File: config.mk
export PLATFORM = sky130hd
export DESIGN_NAME = genesis_pad_responder
export DESIGN_NICKNAME = d
export VERILOG_FILES = /design/src/rtl/genesis_pad_responder.sv
export SDC_FILE = /design/constraint.sdc
export NUM_CORES = 1
export LEC_CHECK = 0
export BUFFER_PORTS_ARGS = -buffer_cell sky130_fd_sc_hd__buf_2
export CAP_MARGIN = 10
export CORE_ASPECT_RATIO = 0.8
export CORE_MARGIN = 2
export CORE_UTILIZATION = 56
export DETAILED_ROUTE_END_ITERATION = 8
export GPL_ROUTABILITY_DRIVEN = 0
export PLACE_DENSITY = 0.88
export SLEW_MARGIN = 20
export SYNTH_ARGS = -nofsm -noshare
export SYNTH_HDL_FRONTEND = slang
export SYNTH_SLANG_ARGS = --single-unit
File: constraint.sdc
create_clock -name clk -period 2.4 [get_ports clk]
set_input_delay 0.24 -clock clk [delete_from_list [all_inputs] [get_ports clk]]
set_output_delay 0.24 -clock clk [all_outputs]
set_load 0.01 [all_outputs]
File: src/rtl/genesis_pad_responder.sv
// Genesis-style control pad responder: answers the console's select line with
// the three- or six-button multiplexed pattern on registered active-low pins.
module genesis_pad_responder #(
    parameter int TIMEOUT_CYCLES = 75000,
    parameter bit SIX_BUTTON     = 1'b1
) (
    input  logic        clk,
    input  logic        reset,
    input  logic        sel,
    input  logic [11:0] buttons,
    output logic        pin0,
    output logic        pin1,
    output logic        pin2,
    output logic        pin3,
    output logic        pin5,
    output logic        pin8,
    output logic [2:0]  phase
);

    localparam int TW = $clog2(TIMEOUT_CYCLES + 1);
    localparam logic [TW-1:0] T_MAX = TW'(TIMEOUT_CYCLES - 1);

    logic          sel_meta, sel_sync, sel_prev;
    logic [11:0]   btn_meta, btn_sync;
    logic [2:0]    p, p_next;
    logic [TW-1:0] t, t_next;
    logic          fall, rise, timeout;
    // packed as {pin8, pin5, pin3, pin2, pin1, pin0}
    logic [5:0]    pins_next, pins_q;

    // Two-flop synchronizers; sel history idles high so reset release never fakes an edge
    always_ff @(posedge clk or posedge reset) begin
        if (reset) begin
            sel_meta <= 1'b1;
            sel_sync <= 1'b1;
            sel_prev <= 1'b1;
            btn_meta <= '0;
            btn_sync <= '0;
        end else begin
            sel_meta <= sel;
            sel_sync <= sel_meta;
            sel_prev <= sel_sync;
            btn_meta <= buttons;
            btn_sync <= btn_meta;
        end
    end

    assign fall    = sel_prev & ~sel_sync;
    assign rise    = ~sel_prev & sel_sync;
    assign timeout = (t == T_MAX);

    // Phase and idle counters; a falling edge beats a simultaneous timeout
    always_comb begin
        t_next = t;
        p_next = p;
        if (fall || rise)
            t_next = '0;
        else if (!timeout)
            t_next = t + TW'(1);

        if (!SIX_BUTTON)
            p_next = 3'd0;
        else if (fall) begin
            if (p == 3'd4)
                p_next = timeout ? 3'd1 : 3'd4;
            else
                p_next = p + 3'd1;
        end else if (timeout)
            p_next = 3'd0;
    end

    // Pin pattern chosen from the freshly updated phase so the ID lands on the third low phase
    always_comb begin
        pins_next = 6'b111111;
        if (sel_sync) begin
            pins_next[5] = ~btn_sync[6];
            pins_next[4] = ~btn_sync[5];
            if (p_next == 3'd3)
                pins_next[3:0] = {~btn_sync[11], ~btn_sync[8], ~btn_sync[9], ~btn_sync[10]};
            else
                pins_next[3:0] = ~btn_sync[3:0];
        end else begin
            pins_next[5] = ~btn_sync[7];
            pins_next[4] = ~btn_sync[4];
            case (p_next)
                3'd3:    pins_next[3:0] = 4'b0000;
                3'd4:    pins_next[3:0] = 4'b1111;
                default: pins_next[3:0] = {2'b00, ~btn_sync[1], ~btn_sync[0]};
            endcase
        end
    end

    // State and output registers; reset parks every pin released (high)
    always_ff @(posedge clk or posedge reset) begin
        if (reset) begin
            p      <= 3'd0;
            t      <= '0;
            pins_q <= 6'b111111;
        end else begin
            p      <= p_next;
            t      <= t_next;
            pins_q <= pins_next;
        end
    end

    assign {pin8, pin5, pin3, pin2, pin1, pin0} = pins_q;
    assign phase = p;

endmodule

==> metrics.md <==
| Metric | Value |
|---|---|
| Fin crit share | `0.9109` |
| Number of enable flip-flop cells after synthesis | `0` |
| Vias in the first global route | `approximately 1,300` |
| Site Rows | `19` |
| Worst-path maximum fanout | `5` |
| Largest net degree at the start of global routing | `54` |
| Post-synth top cells | `dfrtp_1 (44), and2_1 (13), dfstp_2 (9), nor2_1 (9)` |
| H-tree Lvls | `2` |
| Reg2Reg Setup Slack | `between 200 and 250 ps` |
| Clk pin slew, worst setup/hold paths | `90 ps` |
| Aggregate global routing overflow | `0` |
| Layout cell share with drive strength beyond 1 | `0.2591` |
| Kind of critical path | `register to register` |
| Mapped Nets | `about 180` |
| Compound-cell area share of the yosys netlist | `0.07421` |
| DRT antenna net count | `0` |
| Post-CTS Setup Inserts | `0` |
| Synth Area per Inst | `12.91 um^2` |
| Dpl cell area | `between 2000 and 2500 um^2` |
| Worst setup margin | `213.9 ps` |
| Pre-antenna DRT Iters | `4` |
| Synth top area cells | `dfrtp_1 (53%), dfstp_2 (11%), and2_1 (3.9%), xnor2_1 (3.4%), ha_1 (2.4%)` |
| Initial antenna violation count | `0` |
| Fmax | `roughly 460 MHz` |
| Diodes inserted | `0` |
| Initial Utilization | `0.5983` |
| Final HPWL DP | `roughly 2.4 mm` |
| IO Port Bufs | `23` |
| Clock sink total | `53` |
| # DRC | `0` |
| Setup TNS | `0 ps` |
| Clock skew | `5.139 ps` |
| Peak supply drop | `roughly 420 uV` |
| Final WL | `3.327 mm` |
| Synth Register Bits | `53` |
| Critical Path RT | `2610 ps` |
| Worst setup SP type | `register` |
| Pwr Density | `between 700 and 800 nW/um^2` |
| Total global-route track usage | `0.1851` |
| Async set-reset flop share out of synthesis | `1.000` |
| CTS Root Cell | `clkbuf_8` |
| Worst-case clock buffer depth | `2` |
| WP data arrival | `2390 ps` |
| Via count | `1,279` |
| Count of cell types in the netlist | `33` |
| Area grow syn2layout | `12.51%` |
| YS warnings | `0` |
| Die Span Y | `58.65 um` |
| Maxcap violations | `0` |
| Seq/Total Area, Yosys | `0.6397` |
| Die W | `72.32 um` |
| Mux cell area share after synthesis | `0.01915` |
| Die footprint | `around 4200 um^2` |
| Share of synthesized cell area in full adder, half adder and majority cells | `0.02394` |
| Largest family of logic cells by synthesized area | `simple AND/OR/NAND/NOR gates` |
| Status | `complete, no violations` |
| CP endpoint kind | `register` |
| Post-Synth Simple-Gate Area | `0.1724` |
| Final Slew Violations | `0` |
| Worst hold slack | `24.74 ps` |
| Final min period | `2186 ps` |
| Clock buffer count from CTS | `5` |
| Place WS | `241.3 ps` |
| Layout Nets | `211` |
| RSZ-0062 raised after global routing | `false` |
| Final setup vio count | `0` |
| Post-DR wirelength/cell | `14.16 um` |
| Worst-skew pair later-pin latency | `roughly 300 ps` |
| Via density | `5.443` |
| Design Area, Final | `~2400 um^2` |
| Post-CTS resize count | `0` |
| # IOs | `24` |
| Leakage | `1.065 nW` |
| Cell Area, Synth | `around 2100 um^2` |
| Starting DRC count in detailed routing | `109` |
| Core area | `roughly 3500 um^2` |
| Final hold vios | `0` |
| Count leader, synth | `dfrtp_1` |
| # hold bufs at CTS | `0` |
| Synth Instances | `162` |
| First-pass GRT wire length | `5.892 mm` |
| Hold Crit Class | `input pin to register` |
| Synth top area share | `0.5266` |
| CTS tree | `yes` |
| Relative slew slack | `0.5792` |
| Slew @ Worst Pin | `approximately 630 ps` |
| Dominant synthesized flop cell | `dfrtp_1` |
| Leading area contributor after synthesis | `dfrtp_1` |
| Synth Area in XOR/XNOR | `0.05446` |
| Util after Layout | `0.6731` |
[final timing paths]
kind                                     endpoint              startpoint  depth (start not counted)
max                           pins_q[3]$_DFF_PP1_        t[0]$_DFFE_PP0P_                          6
min                            sel_meta$_DFF_PP1_                     sel                          1
max in group asynchronous       t[10]$_DFFE_PP0P_                   reset                          3
max reg2reg                   pins_q[3]$_DFF_PP1_        t[0]$_DFFE_PP0P_                          6
min in group asynchronous   btn_meta[4]$_DFF_PP0_                   reset                          3
min reg2reg                btn_sync[10]$_DFF_PP0_  btn_meta[10]$_DFF_PP0_                          0
[through the flow]
stage	total power, mW	cells
6_report	1.858	235
3_3_place_gp	1.355	227
5_1_grt	1.962	235
2_1_floorplan	1.265	162
3_5_place_dp	1.378	227
4_1_cts	1.872	235
[cell families after synthesis]
| logic type | after synthesis |
|---|---|
| DFF | 53 |
| adders and majority gates | 4 |
| and+or+nand+nor | 60 |
| AOI/OAI and AO/OA | 20 |
| muxes | 4 |
| xor gates and xnor gates | 13 |
| buffers and inverters | 8 |
[worst max-delay path: stages (launching register included)]
cell	delay (ps)
dfrtp_1	400
ha_1	220
nor4bb_2	340
and4_1	430
a21oi_1	140
o2111ai_1	390
o311ai_2	180
[layout by cell type (no fill, tap or decap), types with 2 or more instances in the layout]
| cell | instances |
|---|---|
| a21boi_0 | 3 |
| a21oi_1 | 2 |
| a31oi_1 | 3 |
| and2_1 | 13 |
| and3_1 | 4 |
| and4_1 | 3 |
| buf_2 | 23 |
| buf_4 | 2 |
| clkbuf_8 | 5 |
| dfrtp_1 | 44 |
| dfstp_2 | 9 |
| ha_1 | 4 |
| inv_1 | 4 |
| mux2i_1 | 4 |
| nand2_1 | 8 |
| nand3_1 | 6 |
| nand4_1 | 4 |
| nor2_1 | 9 |
| nor2b_1 | 2 |
| nor3_1 | 3 |
| o21ai_0 | 7 |
| o311ai_2 | 2 |
| or3_1 | 3 |
| xnor2_1 | 8 |
| xor2_1 | 5 |
[flip-flops by register name, indices dropped and copies added, names as in the netlist]
register,cells
pins_q,6
phase,3
sel_meta,1
t,17
sel_prev,1
sel_sync,1
btn_sync,12
btn_meta,12
[metal layers]
metal  global-route usage  up-vias  share of wire
li1                     -      617              -
met2               0.2779       36           0.47
met5                    0        -              0
met3              0.04966        6          0.042
met4              0.08356        0          0.015
met1               0.2567      620           0.48
[final cells by class]
class | instances | area (um^2)
clock buffers | 5 | 68.82
well taps | 42 | 52.55
fillers | 253 | 1142
clock inverters | 3 | 21.27
inverters | 6 | 22.52
flip-flops and latches | 53 | 1338
multi-input cells | 101 | 719.4
repair buffers | 25 | 130.1
[where the power goes]
group	internal, mW	switching (mW)
Sequential	0.990	0.0487
Clock	0.207	0.289
Combinational	0.134	0.189
Total	1.33	0.526
(Power assumes the default switching activity.)
